### src/rtl/axi4_lite_arb2_if.sv
// AXI4-Lite bundle shared by the 2:1 arbiter and its neighbours.
// Master modport drives AW/W/AR and B/R ready; slave modport the reverse.
interface axi4_lite_if #(
  parameter int ADDR_W = 32,
  parameter int DATA_W = 32
);
  logic              AWVALID;
  logic              AWREADY;
  logic [ADDR_W-1:0] AWADDR;
  logic [2:0]        AWPROT;
  logic              WVALID;
  logic              WREADY;
  logic [DATA_W-1:0] WDATA;
  logic [DATA_W/8-1:0] WSTRB;
  logic              BVALID;
  logic              BREADY;
  logic              BRESP;
  logic              ARVALID;
  logic              ARREADY;
  logic [ADDR_W-1:0] ARADDR;
  logic [2:0]        ARPROT;
  logic              RVALID;
  logic              RREADY;
  logic [DATA_W-1:0] RDATA;
  logic              RRESP;

  modport master (
    output AWVALID, AWADDR, AWPROT,
    output WVALID, WDATA, WSTRB,
    output BREADY, ARVALID, ARADDR, ARPROT,
    output RREADY,
    input  AWREADY, WREADY, BVALID, BRESP,
    input  ARREADY, RVALID, RDATA, RRESP
  );

  modport slave (
    input  AWVALID, AWADDR, AWPROT,
    input  WVALID, WDATA, WSTRB,
    input  BREADY, ARVALID, ARADDR, ARPROT,
    input  RREADY,
    output AWREADY, WREADY, BVALID, BRESP,
    output ARREADY, RVALID, RDATA, RRESP
  );
endinterface

### src/rtl/axi4_lite_arb2.sv
// 2:1 AXI4-Lite arbiter, one transaction in flight, round-robin owner.
// Ports: ACLK, ARESETn, s0/s1 (masters in), m (shared slave), grant, busy.
module axi4_lite_arb2 #(
  parameter int ADDR_W = 32,
  parameter int DATA_W = 32
) (
  input  logic        ACLK,
  input  logic        ARESETn,
  axi4_lite_if.slave  s0,
  axi4_lite_if.slave  s1,
  axi4_lite_if.master m,
  output logic [1:0]  grant,
  output logic        busy
);
  localparam int STRB_W = DATA_W / 8;

  typedef enum logic [2:0] {
    IDLE, WRITE, WRESP, READ, RDATA
  } state_e;

  state_e state_q, state_d;
  logic   g_q, g_d;
  logic   rr_q, rr_d;
  logic   last_wr_q, last_wr_d;
  logic   aw_done_q, aw_done_d;
  logic   w_done_q, w_done_d;

  // granted master's request side
  logic              g_awvalid;
  logic [ADDR_W-1:0] g_awaddr;
  logic [2:0]        g_awprot;
  logic              g_wvalid;
  logic [DATA_W-1:0] g_wdata;
  logic [STRB_W-1:0] g_wstrb;
  logic              g_bready;
  logic              g_arvalid;
  logic [ADDR_W-1:0] g_araddr;
  logic [2:0]        g_arprot;
  logic              g_rready;

  assign g_awvalid = g_q ? s1.AWVALID : s0.AWVALID;
  assign g_awaddr  = g_q ? s1.AWADDR  : s0.AWADDR;
  assign g_awprot  = g_q ? s1.AWPROT  : s0.AWPROT;
  assign g_wvalid  = g_q ? s1.WVALID  : s0.WVALID;
  assign g_wdata   = g_q ? s1.WDATA   : s0.WDATA;
  assign g_wstrb   = g_q ? s1.WSTRB   : s0.WSTRB;
  assign g_bready  = g_q ? s1.BREADY  : s0.BREADY;
  assign g_arvalid = g_q ? s1.ARVALID : s0.ARVALID;
  assign g_araddr  = g_q ? s1.ARADDR  : s0.ARADDR;
  assign g_arprot  = g_q ? s1.ARPROT  : s0.ARPROT;
  assign g_rready  = g_q ? s1.RREADY  : s0.RREADY;

  // response side before routing to the owner
  logic              o_awready;
  logic              o_wready;
  logic              o_bvalid;
  logic              o_bresp;
  logic              o_arready;
  logic              o_rvalid;
  logic [DATA_W-1:0] o_rdata;
  logic              o_rresp;

  always_ff @(posedge ACLK or negedge ARESETn) begin
    if (!ARESETn) begin
      state_q   <= IDLE;
      g_q       <= 1'b0;
      rr_q      <= 1'b0;
      last_wr_q <= 1'b0;
      aw_done_q <= 1'b0;
      w_done_q  <= 1'b0;
    end else begin
      state_q   <= state_d;
      g_q       <= g_d;
      rr_q      <= rr_d;
      last_wr_q <= last_wr_d;
      aw_done_q <= aw_done_d;
      w_done_q  <= w_done_d;
    end
  end

  logic req0, req1, win, win_aw, win_ar;

  always_comb begin
    state_d   = state_q;
    g_d       = g_q;
    rr_d      = rr_q;
    last_wr_d = last_wr_q;
    aw_done_d = aw_done_q;
    w_done_d  = w_done_q;
    req0   = s0.AWVALID | s0.ARVALID;
    req1   = s1.AWVALID | s1.ARVALID;
    win    = (req0 & req1) ? rr_q : req1;
    win_aw = win ? s1.AWVALID : s0.AWVALID;
    win_ar = win ? s1.ARVALID : s0.ARVALID;
    unique case (state_q)
      IDLE: begin
        if (req0 | req1) begin
          g_d = win;
          // dual request alternates by last completed type
          if (win_aw & ~(win_ar & last_wr_q))
            state_d = WRITE;
          else
            state_d = READ;
        end
      end
      WRITE: begin
        aw_done_d = aw_done_q | (g_awvalid & m.AWREADY);
        w_done_d  = w_done_q | (g_wvalid & m.WREADY);
        if (aw_done_d & w_done_d) begin
          state_d   = WRESP;
          aw_done_d = 1'b0;
          w_done_d  = 1'b0;
        end
      end
      WRESP: begin
        if (m.BVALID & g_bready) begin
          state_d   = IDLE;
          rr_d      = ~g_q;
          last_wr_d = 1'b1;
        end
      end
      READ: begin
        if (g_arvalid & m.ARREADY)
          state_d = RDATA;
      end
      RDATA: begin
        if (m.RVALID & g_rready) begin
          state_d   = IDLE;
          rr_d      = ~g_q;
          last_wr_d = 1'b0;
        end
      end
      default: state_d = IDLE;
    endcase
  end

  assign m.AWADDR = g_awaddr;
  assign m.AWPROT = g_awprot;
  assign m.WDATA  = g_wdata;
  assign m.WSTRB  = g_wstrb;
  assign m.ARADDR = g_araddr;
  assign m.ARPROT = g_arprot;

  always_comb begin
    m.AWVALID = 1'b0;
    m.WVALID  = 1'b0;
    m.BREADY  = 1'b0;
    m.ARVALID = 1'b0;
    m.RREADY  = 1'b0;
    o_awready = 1'b0;
    o_wready  = 1'b0;
    o_bvalid  = 1'b0;
    o_bresp   = 1'b0;
    o_arready = 1'b0;
    o_rvalid  = 1'b0;
    o_rdata   = '0;
    o_rresp   = 1'b0;
    unique case (state_q)
      WRITE: begin
        m.AWVALID = g_awvalid & ~aw_done_q;
        m.WVALID  = g_wvalid & ~w_done_q;
        o_awready = m.AWREADY & ~aw_done_q;
        o_wready  = m.WREADY & ~w_done_q;
      end
      WRESP: begin
        o_bvalid = m.BVALID;
        o_bresp  = m.BRESP;
        m.BREADY = g_bready;
      end
      READ: begin
        m.ARVALID = g_arvalid;
        o_arready = m.ARREADY;
      end
      RDATA: begin
        o_rvalid = m.RVALID;
        o_rdata  = m.RDATA;
        o_rresp  = m.RRESP;
        m.RREADY = g_rready;
      end
      default: ;
    endcase
  end

  always_comb begin
    s0.AWREADY = o_awready & ~g_q;
    s0.WREADY  = o_wready & ~g_q;
    s0.BVALID  = o_bvalid & ~g_q;
    s0.BRESP   = o_bresp & ~g_q;
    s0.ARREADY = o_arready & ~g_q;
    s0.RVALID  = o_rvalid & ~g_q;
    s0.RDATA   = g_q ? '0 : o_rdata;
    s0.RRESP   = o_rresp & ~g_q;
    s1.AWREADY = o_awready & g_q;
    s1.WREADY  = o_wready & g_q;
    s1.BVALID  = o_bvalid & g_q;
    s1.BRESP   = o_bresp & g_q;
    s1.ARREADY = o_arready & g_q;
    s1.RVALID  = o_rvalid & g_q;
    s1.RDATA   = g_q ? o_rdata : '0;
    s1.RRESP   = o_rresp & g_q;
  end

  assign busy  = (state_q != IDLE);
  assign grant = busy ? (g_q ? 2'b10 : 2'b01) : 2'b00;
endmodule

### src/flat_wrapper.sv
// flat-port wrapper written by rule: the top's interface ports become plain ports
module axi4_lite_arb2_flat 
#(
  parameter int ADDR_W = 32,
  parameter int DATA_W = 32
)
  (ACLK, ARESETn, grant, busy, s0_AWVALID, s0_AWADDR, s0_AWPROT, s0_WVALID, s0_WDATA, s0_WSTRB, s0_BREADY, s0_ARVALID, s0_ARADDR, s0_ARPROT, s0_RREADY, s0_AWREADY, s0_WREADY, s0_BVALID, s0_BRESP, s0_ARREADY, s0_RVALID, s0_RDATA, s0_RRESP, s1_AWVALID, s1_AWADDR, s1_AWPROT, s1_WVALID, s1_WDATA, s1_WSTRB, s1_BREADY, s1_ARVALID, s1_ARADDR, s1_ARPROT, s1_RREADY, s1_AWREADY, s1_WREADY, s1_BVALID, s1_BRESP, s1_ARREADY, s1_RVALID, s1_RDATA, s1_RRESP, m_AWVALID, m_AWADDR, m_AWPROT, m_WVALID, m_WDATA, m_WSTRB, m_BREADY, m_ARVALID, m_ARADDR, m_ARPROT, m_RREADY, m_AWREADY, m_WREADY, m_BVALID, m_BRESP, m_ARREADY, m_RVALID, m_RDATA, m_RRESP);
  axi4_lite_if #(.ADDR_W(ADDR_W), .DATA_W(DATA_W)) s0_i ();
  axi4_lite_if #(.ADDR_W(ADDR_W), .DATA_W(DATA_W)) s1_i ();
  axi4_lite_if #(.ADDR_W(ADDR_W), .DATA_W(DATA_W)) m_i ();
  input  logic ACLK;
  input  logic ARESETn;
  output logic [1:0] grant;
  output logic busy;
  input wire logic [$bits(s0_i.AWVALID)-1:0] s0_AWVALID;
  input wire logic [$bits(s0_i.AWADDR)-1:0] s0_AWADDR;
  input wire logic [$bits(s0_i.AWPROT)-1:0] s0_AWPROT;
  input wire logic [$bits(s0_i.WVALID)-1:0] s0_WVALID;
  input wire logic [$bits(s0_i.WDATA)-1:0] s0_WDATA;
  input wire logic [$bits(s0_i.WSTRB)-1:0] s0_WSTRB;
  input wire logic [$bits(s0_i.BREADY)-1:0] s0_BREADY;
  input wire logic [$bits(s0_i.ARVALID)-1:0] s0_ARVALID;
  input wire logic [$bits(s0_i.ARADDR)-1:0] s0_ARADDR;
  input wire logic [$bits(s0_i.ARPROT)-1:0] s0_ARPROT;
  input wire logic [$bits(s0_i.RREADY)-1:0] s0_RREADY;
  output wire logic [$bits(s0_i.AWREADY)-1:0] s0_AWREADY;
  output wire logic [$bits(s0_i.WREADY)-1:0] s0_WREADY;
  output wire logic [$bits(s0_i.BVALID)-1:0] s0_BVALID;
  output wire logic [$bits(s0_i.BRESP)-1:0] s0_BRESP;
  output wire logic [$bits(s0_i.ARREADY)-1:0] s0_ARREADY;
  output wire logic [$bits(s0_i.RVALID)-1:0] s0_RVALID;
  output wire logic [$bits(s0_i.RDATA)-1:0] s0_RDATA;
  output wire logic [$bits(s0_i.RRESP)-1:0] s0_RRESP;
  input wire logic [$bits(s1_i.AWVALID)-1:0] s1_AWVALID;
  input wire logic [$bits(s1_i.AWADDR)-1:0] s1_AWADDR;
  input wire logic [$bits(s1_i.AWPROT)-1:0] s1_AWPROT;
  input wire logic [$bits(s1_i.WVALID)-1:0] s1_WVALID;
  input wire logic [$bits(s1_i.WDATA)-1:0] s1_WDATA;
  input wire logic [$bits(s1_i.WSTRB)-1:0] s1_WSTRB;
  input wire logic [$bits(s1_i.BREADY)-1:0] s1_BREADY;
  input wire logic [$bits(s1_i.ARVALID)-1:0] s1_ARVALID;
  input wire logic [$bits(s1_i.ARADDR)-1:0] s1_ARADDR;
  input wire logic [$bits(s1_i.ARPROT)-1:0] s1_ARPROT;
  input wire logic [$bits(s1_i.RREADY)-1:0] s1_RREADY;
  output wire logic [$bits(s1_i.AWREADY)-1:0] s1_AWREADY;
  output wire logic [$bits(s1_i.WREADY)-1:0] s1_WREADY;
  output wire logic [$bits(s1_i.BVALID)-1:0] s1_BVALID;
  output wire logic [$bits(s1_i.BRESP)-1:0] s1_BRESP;
  output wire logic [$bits(s1_i.ARREADY)-1:0] s1_ARREADY;
  output wire logic [$bits(s1_i.RVALID)-1:0] s1_RVALID;
  output wire logic [$bits(s1_i.RDATA)-1:0] s1_RDATA;
  output wire logic [$bits(s1_i.RRESP)-1:0] s1_RRESP;
  output wire logic [$bits(m_i.AWVALID)-1:0] m_AWVALID;
  output wire logic [$bits(m_i.AWADDR)-1:0] m_AWADDR;
  output wire logic [$bits(m_i.AWPROT)-1:0] m_AWPROT;
  output wire logic [$bits(m_i.WVALID)-1:0] m_WVALID;
  output wire logic [$bits(m_i.WDATA)-1:0] m_WDATA;
  output wire logic [$bits(m_i.WSTRB)-1:0] m_WSTRB;
  output wire logic [$bits(m_i.BREADY)-1:0] m_BREADY;
  output wire logic [$bits(m_i.ARVALID)-1:0] m_ARVALID;
  output wire logic [$bits(m_i.ARADDR)-1:0] m_ARADDR;
  output wire logic [$bits(m_i.ARPROT)-1:0] m_ARPROT;
  output wire logic [$bits(m_i.RREADY)-1:0] m_RREADY;
  input wire logic [$bits(m_i.AWREADY)-1:0] m_AWREADY;
  input wire logic [$bits(m_i.WREADY)-1:0] m_WREADY;
  input wire logic [$bits(m_i.BVALID)-1:0] m_BVALID;
  input wire logic [$bits(m_i.BRESP)-1:0] m_BRESP;
  input wire logic [$bits(m_i.ARREADY)-1:0] m_ARREADY;
  input wire logic [$bits(m_i.RVALID)-1:0] m_RVALID;
  input wire logic [$bits(m_i.RDATA)-1:0] m_RDATA;
  input wire logic [$bits(m_i.RRESP)-1:0] m_RRESP;
  assign s0_i.AWVALID = s0_AWVALID;
  assign s0_i.AWADDR = s0_AWADDR;
  assign s0_i.AWPROT = s0_AWPROT;
  assign s0_i.WVALID = s0_WVALID;
  assign s0_i.WDATA = s0_WDATA;
  assign s0_i.WSTRB = s0_WSTRB;
  assign s0_i.BREADY = s0_BREADY;
  assign s0_i.ARVALID = s0_ARVALID;
  assign s0_i.ARADDR = s0_ARADDR;
  assign s0_i.ARPROT = s0_ARPROT;
  assign s0_i.RREADY = s0_RREADY;
  assign s0_AWREADY = s0_i.AWREADY;
  assign s0_WREADY = s0_i.WREADY;
  assign s0_BVALID = s0_i.BVALID;
  assign s0_BRESP = s0_i.BRESP;
  assign s0_ARREADY = s0_i.ARREADY;
  assign s0_RVALID = s0_i.RVALID;
  assign s0_RDATA = s0_i.RDATA;
  assign s0_RRESP = s0_i.RRESP;
  assign s1_i.AWVALID = s1_AWVALID;
  assign s1_i.AWADDR = s1_AWADDR;
  assign s1_i.AWPROT = s1_AWPROT;
  assign s1_i.WVALID = s1_WVALID;
  assign s1_i.WDATA = s1_WDATA;
  assign s1_i.WSTRB = s1_WSTRB;
  assign s1_i.BREADY = s1_BREADY;
  assign s1_i.ARVALID = s1_ARVALID;
  assign s1_i.ARADDR = s1_ARADDR;
  assign s1_i.ARPROT = s1_ARPROT;
  assign s1_i.RREADY = s1_RREADY;
  assign s1_AWREADY = s1_i.AWREADY;
  assign s1_WREADY = s1_i.WREADY;
  assign s1_BVALID = s1_i.BVALID;
  assign s1_BRESP = s1_i.BRESP;
  assign s1_ARREADY = s1_i.ARREADY;
  assign s1_RVALID = s1_i.RVALID;
  assign s1_RDATA = s1_i.RDATA;
  assign s1_RRESP = s1_i.RRESP;
  assign m_AWVALID = m_i.AWVALID;
  assign m_AWADDR = m_i.AWADDR;
  assign m_AWPROT = m_i.AWPROT;
  assign m_WVALID = m_i.WVALID;
  assign m_WDATA = m_i.WDATA;
  assign m_WSTRB = m_i.WSTRB;
  assign m_BREADY = m_i.BREADY;
  assign m_ARVALID = m_i.ARVALID;
  assign m_ARADDR = m_i.ARADDR;
  assign m_ARPROT = m_i.ARPROT;
  assign m_RREADY = m_i.RREADY;
  assign m_i.AWREADY = m_AWREADY;
  assign m_i.WREADY = m_WREADY;
  assign m_i.BVALID = m_BVALID;
  assign m_i.BRESP = m_BRESP;
  assign m_i.ARREADY = m_ARREADY;
  assign m_i.RVALID = m_RVALID;
  assign m_i.RDATA = m_RDATA;
  assign m_i.RRESP = m_RRESP;
  axi4_lite_arb2 #(.ADDR_W(ADDR_W), .DATA_W(DATA_W)) u_core (.ACLK(ACLK), .ARESETn(ARESETn), .s0(s0_i), .s1(s1_i), .m(m_i), .grant(grant), .busy(busy));
endmodule
### config.mk
export PLATFORM = sky130hd
export DESIGN_NAME = axi4_lite_arb2_flat
export DESIGN_NICKNAME = d
export VERILOG_FILES = /design/src/rtl/axi4_lite_arb2_if.sv /design/src/rtl/axi4_lite_arb2.sv /design/src/flat_wrapper.sv
export SDC_FILE = /design/constraint.sdc
export NUM_CORES = 1
export LEC_CHECK = 0
export ABC_AREA = 1
export CORE_AREA = 5 5 173 175
export DETAILED_ROUTE_END_ITERATION = 7
export DIE_AREA = 0 0 178 180
export DONT_BUFFER_PORTS = 1
export MAX_ROUTING_LAYER = met4
export SLEW_MARGIN = 20
export SYNTH_ARGS = -nofsm -noshare
export SYNTH_HDL_FRONTEND = slang
export SYNTH_SLANG_ARGS = --single-unit
### constraint.sdc
create_clock -name ACLK -period 1.8 [get_ports ACLK]
set_input_delay 0.36 -clock ACLK [delete_from_list [all_inputs] [get_ports ACLK]]
set_output_delay 0.36 -clock ACLK [all_outputs]
set_load 0.05 [all_outputs]
==> results.py <==
metrics = {
    "critical_path": {
        "worstPathRequired_ns": 1.44,
        "timing.critical_path.cells": "buf_8 > buf_16 > buf_12 > nor3_4 > buf_12",
        "cp-end-kind": "output pin",
        "crit_buf_inv": 4,
        "critical_path.slowest_cell": "dfrtp_4",
        "r2r-start": "u_core.g_q$_DFFE_PN0P_",
        "worst_ep_arrival_time_ns": 1.70,
        "crit_path_frequent_cell": "buf_12",
        "worst-setup-path-type": "reg -> out",
        "ff2ff_setup_slack_ns": 0.08,
        "cp-startpoint": "u_core.g_q$_DFFE_PN0P_",
        "crit_path_start_kind": "flip-flop",
        "timing.critical_path.max_delay_family": "buffers and inverters",
        "critPathMaxStageDelay_ns": 0.58,
        "crit_fanout": 7,
    },
    "synthesis": {
        "synth_seq_area_share": 0.07404,
        "synth.lib_cells_used.distinct": 22,
        "synth_fp_nets": 845,
        "syn_avg_cell_area_sq_um": 4.646,
        "syn_inst": 582,
        "most_area_consuming_cells_after_synthesis": "nand2_1 (50%), nor3_2 (11%), inv_1 (7.9%)",
        "yosysTopAreaCell": "nand2_1",
        "yosys_warning_count": 0,
        "yosysTopAreaCellShare": 0.5039,
        "synth-seq-cells": 8,
        "syn-cell-area_sq_mm": 0.002704,
    },
    "route": {
        "detailedRoute.firstPassIterationCount": 4,
        "viasPerCell": 4.144,
        "remaining_drc_errors": 0,
        "detailroute.via_count": 5031,
        "final_antenna_net_count": 0,
        "post_drt_wl_per_cell_microns": 19.43,
        "drt-initial-drc-count": 188,
        "routed_wl_mm": 23.59,
    },
    "clock_tree": {
        "clock_tree_from_tritoncts": "built",
        "clock_latency_on_the_worst_skew_pair_ns": 0.24,
        "clock-root-buffer": "clkbuf_16",
        "cts.sink_count": 8,
        "number_of_buffers_created_by_cts": 3,
        "clk_transition_reported_paths_ns": 0.04,
        "h-tree-depth": 1,
        "clockBufferDepth": 2,
    },
    "global_routing": {
        "globalRouteMet2Util": 0.2274,
        "first_global_vias": 5130,
        "global_route.usage.total": 0.1289,
        "grt_antenna_before_repair": 1,
        "grt_pass1_wl_mm": 31.07,
        "globalRouteMet1Util": 0.1504,
        "globalRoute.totalOverflow": 0,
        "grt.met3_usage": 0.02458,
        "most_used_routing_layer": "met2",
        "largest_net_degree_at_the_start_of_global_routing": 29,
    },
    "placement": {
        "gp_routability_congestion": 0.9128,
        "buffer_ports.inserted": 0,
        "dpl.hpwl_mm": 14.98,
        "dpl_worst_slack_ns": -0.1015,
    },
    "timing": {
        "max_slew.worst_pin.slew_ns": 0.3879,
        "timing.max_slew.rel_slack": 0.7406,
        "final.setup.worst_slack_ns": -0.2559,
        "rsz_0062_raised_after_global_routing": "true",
        "timing.final.setup_violations": 189,
        "hold-worst-slack_ns": 0.3482,
        "final.min_clock_period_ns": 2.056,
        "final_hold_viol_count": 0,
        "clock-skew-final_ns": 0.0005683,
        "max_clock_freq_ghz": 0.4864,
        "final.period_utilization": 1.142,
        "drv_slew": 0,
        "fin_tns_setup_ns": -27.81,
    },
    "worst_hold_path": {
        "worstHoldPathType": "in -> reg",
        "timing.hold.worst.start": "m_WREADY",
    },
    "floorplan": {
        "core-area_sq_mm": 0.02831,
        "fp.dieArea_sq_mm": 0.03204,
        "die-width_microns": 178,
        "pin_count": 455,
        "die_height_microns": 180,
        "site_row_count": 62,
        "floorplan.initialDensity": 0.09549,
    },
    "pwr": {
        "powerDensity_mw_per_mm2": 1843,
        "p_leak_nw": 4.623,
        "max-vdd-ir-drop_uv": 1033,
        "report.power.total_w": 0.01811,
    },
    "run_status": {
        "run_status": "complete, but fails checks",
        "violations_in_the_final_reports": "negative setup slack",
    },
    "job": {
        "drv.max_cap_violation_count": 0,
    },
    "final_layout": {
        "flow.area_growth_from_synthesis_pct": 263.4,
        "finish.net_count": 1093,
        "share_of_final_layout_standard_cells_stronger_than_drive_strength_1": 0.6478,
    },
}
## final timing paths
| path | endpoint | depth (start not counted) |
|---|---|---|
| max in group asynchronous | u_core.g_q$_DFFE_PN0P_ | 1 |
| worst max-delay path | s0_RDATA[26] | 5 |
| worst min-delay path | u_core.w_done_q$_DFFE_PN0N_ | 2 |
| min in group asynchronous | u_core.g_q$_DFFE_PN0P_ | 1 |
| worst max register to register | u_core.state_q[0]$_DFFE_PN0P_ | 11 |
| worst min register to register | u_core.rr_q$_DFFE_PN0P_ | 2 |
## cell usage after synthesis
library cell	count
buf_6	4
o22ai_1	1
nor3_2	31
and2_1	1
nand2_1	363
a21oi_2	1
o21ai_0	7
buf_2	21
nor3_1	40
inv_1	57
inv_4	1
a21boi_1	1
o21ai_1	1
nand3_1	6
and3_1	1
inv_2	1
nor4_1	2
a21oi_1	3
buf_4	1
clkbuf_1	14
dfrtp_1	8
nor2_1	17
## cell usage in the layout, fill, tap and decap left out, types with 7 or more instances in the layout
cell	n
nand2_1	216
buf_12	188
nand2_2	81
nor3_4	69
nand2_4	66
inv_1	49
buf_6	39
buf_16	21
buf_4	20
nor2_4	10
clkbuf_16	9
o21ai_0	7
dfrtp_1	7
## logic make-up (layout without fill, tap and decap cells)
kind of cell           after synthesis  after routing  synth area share
and+or+nand+nor                    461            461            0.7367
buffers and inverters               99            346            0.1606
AOI/OAI and AO/OA                   14             14           0.02869
DFF                                  8              8           0.07404
other                                0              1                 0
## through the flow
stage               instances  instance area [sq um]    util
floorplan                 582                   3349       -
global placement         1150                   7627  0.2694
detailed placement       1150                   7627  0.2694
CTS                      1203                   9169  0.3238
global route             1214                   9824  0.3470
finish                   1214                   9824  0.3470
## worst register-to-register path, cell delays in order, from the launching register on
cell and delay (ns):
dfrtp_4 0.58, buf_6 0.16, clkbuf_16 0.16, o21ai_4 0.16, buf_4 0.14, nand2_1 0.05, nand2_1 0.07, nand2_1 0.06
inv_1 0.07, nand2_1 0.05, nand2_1 0.05, nand2_1 0.05
## power breakdown
group	leakage, nW	switching, W	total (W)	internal [W]
logic	4.49	0.00957	0.0173	0.00774
clock network	0.0382	0.0000986	0.000395	0.000296
registers	0.0995	0.000131	0.000405	0.000274
## per-layer routing
layer  wire [microns]  vias to the layer above
met2            12430                      320
met3             1736                       38
met1             8864                     2406
met4              552                        0
met5                0                        -
li1                 -                     2267
## area by class of cell
cell class,count,area [sq um]
repair inverters,1,8.758
inverters,59,252.7
multi-input cells,475,3566
diodes,1,2.502
well taps,384,480.5
clock buffers,4,78.83
repair buffers,282,5231
flip-flops and latches,8,203.9
fillers,2681,18490
## sequential cells by signal (all words and copies together) (netlist names)
register          count
u_core.w_done_q       1
u_core.rr_q           1
u_core.g_q            1
u_core.last_wr_q      1
u_core.state_q        3
u_core.aw_done_q      1
## timing repair
item	in CTS	in global routing
endpoints found under the setup margin	187	197
endpoints found under the hold margin	8	0
pin swaps	39	21
hold buffers	1	0
setup buffers	32	5
resized for setup	200	140
cloned	19	7
Note: power is estimated with default switching activity, not from simulation.
